## config.mk

```make
export PLATFORM = sky130hd
export DESIGN_NAME = pc_ir_unit
export DESIGN_NICKNAME = d
export VERILOG_FILES = /design/src/rtl/pc_ir_unit.sv
export SDC_FILE = /design/constraint.sdc
export NUM_CORES = 2
export LEC_CHECK = 0
export BUFFER_PORTS_ARGS = -buffer_cell sky130_fd_sc_hd__buf_2
export CORE_UTILIZATION = 30
export DETAILED_ROUTE_END_ITERATION = 10
export PLACE_DENSITY = 0.47
export SYNTH_ARGS = -nofsm -noshare
export SYNTH_HDL_FRONTEND = slang
export SYNTH_SLANG_ARGS = --single-unit
```

## constraint.sdc

```tcl
create_clock -name Clk -period 3.9 [get_ports Clk]
set_input_delay 0.78 -clock Clk [delete_from_list [all_inputs] [get_ports Clk]]
set_output_delay 0.78 -clock Clk [all_outputs]
set_load 0.05 [all_outputs]
```

## src/rtl/pc_ir_unit.sv

```systemverilog
// pc_ir_unit: program counter, instruction memory and instruction register for a multicycle datapath.
module pc_ir_unit #(
    parameter int WIDTH = 16,
    parameter int IM_AW = 8
) (
    input  logic             Clk,
    input  logic             Reset,
    input  logic             PCWrite,
    input  logic             PCWriteCondEq,
    input  logic             PCWriteCondNeq,
    input  logic             PCSrc,
    input  logic             IMRead,
    input  logic             IRWrite,
    input  logic             IMWrite,
    input  logic [IM_AW-1:0] IMAddr,
    input  logic [WIDTH-1:0] IMData,
    input  logic [WIDTH-1:0] ALUResult,
    input  logic [WIDTH-1:0] ALUOut,
    input  logic             Zero,
    output logic [WIDTH-1:0] PC,
    output logic [WIDTH-1:0] PCOld,
    output logic [WIDTH-1:0] IR,
    output logic [3:0]       Op,
    output logic [3:0]       Rs,
    output logic [3:0]       Rt,
    output logic [3:0]       Rd,
    output logic [WIDTH-1:0] InstrCount
);
    logic [WIDTH-1:0] im [2**IM_AW];
    logic [WIDTH-1:0] im_word;
    logic             pc_en;
    logic             fetch;

    assign im_word = im[PC[IM_AW-1:0]];
    assign pc_en   = PCWrite | (PCWriteCondEq & Zero) | (PCWriteCondNeq & ~Zero);
    assign fetch   = IMRead & IRWrite;
    assign Op      = IR[15:12];
    assign Rs      = IR[11:8];
    assign Rt      = IR[7:4];
    assign Rd      = IR[3:0];

    // Memory is not reset so a program can be loaded while Reset is held.
    always_ff @(posedge Clk) begin
        if (IMWrite) im[IMAddr] <= IMData;
    end

    always_ff @(posedge Clk) begin
        if (Reset) begin
            PC         <= '0;
            PCOld      <= '0;
            IR         <= '0;
            InstrCount <= '0;
        end else begin
            if (pc_en) PC <= PCSrc ? ALUOut : ALUResult;
            if (fetch) begin
                IR    <= im_word;
                PCOld <= PC;
                if (InstrCount != '1) InstrCount <= InstrCount + 1'b1;
            end
        end
    end
endmodule
```

[Word level (Yosys, flattened, before mapping)]
Memory sizes are Yosys's and may differ from the RTL's. A register that Yosys moved wholly into a read port is not among the register bits.
Cells that the tools add are included.
Word-level totals
  flip-flop bits (word level): 48
  bits in latches: 0
  bits in writable memories: 4096
  memory bits (read-only): 0
  input bits: 66
  output and inout bits: 80
  word-level logic and storage cells: 16
  memories kept: 1
Cells by class
  add/subtract/negate cells: 1
  multipliers: 0
  div/mod/pow operators: 0
  order comparisons: 0
  equality and inequality tests: 1
  shift operators: 0
  muxes and demuxes: 3
  bitwise gates (word level): 6
  reduce and logical (&&, ||, !) cells: 1
Memories
  im: depth 256, bits a word 16, read ports 1, clocked after memory_dff 1, write ports 1, line 29  | logic [WIDTH-1:0] im [2**IM_AW];
Operators with widths (count)
  adder 16 x 1 -> 16 bit (second input constant): 1
  two-way mux 16 bit: 1
  != test 16 bit (second input constant): 1
  bitwise AND 1 bit: 3
  two-way mux 1 bit: 2
  OR 1 bit: 2
  AND reduction 2 bit: 1
  inverter 1 bit: 1

[Logic depth before layout (Yosys ltp)]
  depth in word-level cells: 3
  gate-level depth with buffers: 13
  mapped depth without buffers: 8

[Least setup slack after synthesis]
Ideal clock, no wire load.
  kind: input-to-reg
  start point: in IMAddr[3]
  end point: mem im[235][0] (enable)
  library setup time: 388 ps
  arrival time: 2557 ps
  required time: 3512 ps
  path slack: 955 ps
  cell stages on the path: 6
  buffers on the path: 3
  path through: clkbuf_1 -> nor2b_1 -> clkbuf_1 -> nand4_1 -> clkbuf_1 -> nor2_1
RTL lines
  start: declaration: line 15  | input logic [IM_AW-1:0] IMAddr,
  end: declaration: line 29
Straight into the memory's write port.

==> reports/qor.yml <==
status: "completed"
drc: 0
worst_pin_slew_ns: 1.30
cts_tree: "done"
finalSetupTns_ns: 0
grt_start_max_net_pins: 130
gr-usage-met1: 0.259
max_freq_mhz: 261
synthCells: 7642
placed_cell_area_um2: 175000
antenna_found_initial: 56
dp.final_hpwl_um: 314000
final_common_cell: "edfxtp_1"
hold_path_class: "in2reg"
setup-violations-final: 0
ys_seq_area_frac: 0.773
place_congestion: 0.861
fp.dieW_um: 734
netlist_area_um2: 161000
cp-start-kind: "register"
drv_cap: 0
ir_worst_vdd_uv: 381
avgViaCountPerCell: 5.18
grt_setup_unrepaired: "no"
fin_area_um2: 189000
cts_sinks: 4160
die_h_um: 734
syn2layout_area_growth_pct: 17.7
synthDistinctLibCells: 55
pre_cts_ws_ns: -0.612
cts.clk_slew.worst_paths_ns: 0.06
ys.flop_type: "edfxtp_1"
cts_root_buf: "clkbuf_16"
finalMaxSlewViolations: 0
drt_iter0_drc: 9829
min_period_ns: 3.83
required_ns: 4.76
vias: 82700
boundaryPins: 146
final_cell_mix: "4096 x edfxtp_1, 774 x mux4_2, 640 x buf_4"
ant_nets: 0
start_util: 0.301
dp.cells: 15100
leakage_nw: 58.5
power.density_nw_per_um2: 516
skew_ns: 0.118
critPathCaptureType: "register"
grt_most_used_layer: "met2"
port_buffers: 145
grt_usage: 0.181
clkLatencyLatePin_ns: 1.05
rows: 268
met3_usage: 0.0241
cts_buffers: 433
arrival_ns: 4.70
syn-num-nets: 7709
wl_per_cell_um: 31.4
routed_wl_um: 501000
syn_area_per_cell_um2: 21.0
design_power_total_mw: 97.7
async_flop_share: 0
hold_viol_final: 0
grt_overflow: 0
finalNonFillerCells: 16000
grt_use_met2: 0.288
synth_warnings: 0
finalWorstSetupSlack_ns: 0.0670
worstSetupPathType: "reg2reg"
cts_max_level: 5
drive_gt1_frac: 0.283
grt_pass1_wl_um: 687000
ys_ff_latch: 4160
fin_nets: 8564
synth_edf_count: 4096
slew-limit-headroom: 0.133
grt_pass1_vias: 82500
holdWs_ns: 0.152
core_um2: 533000
first_pass_iters: 6
path_max_fanout: 6
cts_buffer_depth: 4
final_util: 0.355
fin_crit_sh: 0.983
die_area_um2: 539000
power by group:
group	leakage (nW)	switching [mW]	internal, mW	total (mW)
sequential	37.3	0.154	49.2	49.4
combinational	14.4	4.71	2.61	7.32
clock	6.78	17.6	23.3	41.0
total	58.5	22.5	75.2	97.7
cells by family after synthesis:
logic type / Yosys count / share of synthesized area
adder cells (fa/ha/maj): 1 / 0.0000778
flip-flops: 4160 / 0.773
AO/OA/AOI/OAI: 897 / 0.0409
multiplexers: 1409 / 0.149
XOR/XNOR: 15 / 0.000817
AND/OR/NAND/NOR: 680 / 0.0181
buffers and inverters: 480 / 0.0177
flip-flops by register name, indices dropped and copies added (netlist names):
signal / count
im: 4096
IR: 16
InstrCount: 16
PC: 16
PCOld: 16
per-layer routing:
layer,part of all wire,routed length (µm)
met2,0.47,234000
met4,0.031,15700
met3,0.063,31700
met1,0.44,220000
met5,0.00011,53
repair_timing:
item | CTS | global route
cloned | 0 | 0
buffers inserted | 0 | 2
setup endpoints to repair | 11 | 11
gates resized for setup | 17 | 5
hold buffers | 0 | 0
layout make-up:
| class | instances | area (µm²) |
|---|---|---|
| diodes | 82 | 205 |
| clock buffers | 533 | 11400 |
| clock inverters | 254 | 2510 |
| fillers | 49300 | 344000 |
| inverters | 5 | 31.3 |
| multi-input cells | 3002 | 34100 |
| flip-flops and latches | 4160 | 124000 |
| well taps | 7020 | 8780 |
| repair buffers | 895 | 7890 |
worst paths after layout:
path                     start        end  slack [ns]  depth (start not counted)
hold reg to reg      PCOld[12]  PCOld[12]        0.45                          2
hold / removal    ALUResult[6]      PC[6]        0.15                          3
setup reg to reg         PC[6]      IR[3]        0.07                         11
setup / recovery         PC[6]      IR[3]        0.07                         11
cells in the mapped netlist, drive strengths merged, types with 3 or more instances:
cell	n	share of area
a21o	16	0.00075
o221ai	286	0.017
a211oi	35	0.0016
or3	16	0.00062
mux2i	624	0.039
and2	3	0.00012
a221oi	15	0.00082
o21ai	94	0.0029
o2111ai	16	0.00087
nand2	126	0.0029
nand2b	17	0.00066
nand4	27	0.0011
a22o	15	0.00082
a32oi	15	0.00082
a21oi	173	0.0054
nor2	370	0.0086
edfxtp	4096	0.77
mux4	784	0.11
a22oi	48	0.0022
nor2b	12	0.00047
buf	273	0.013
o22a	16	0.00087
dfxtp	64	0.0080
o32ai	3	0.00016
nand3	54	0.0017
xnor2	5	0.00027
inv	5	0.00012
and3	6	0.00023
o22ai	159	0.0062
clkbuf	202	0.0048
xor2	10	0.00054
nor3	37	0.0012
nor4	5	0.00019
worst max-delay path, stage by stage, from the launching register on:
cell and delay, ns:
dfxtp_1 0.91, buf_4 0.30, buf_4 0.20, nand3_1 0.11, buf_4 0.19, or2_2 0.33, nor4_1 0.69, buf_4 0.26
a21oi_1 0.06, and3_1 0.19, nand4_1 0.32, nor3b_2 0.09
Note: power is estimated with default switching activity, not from simulation.
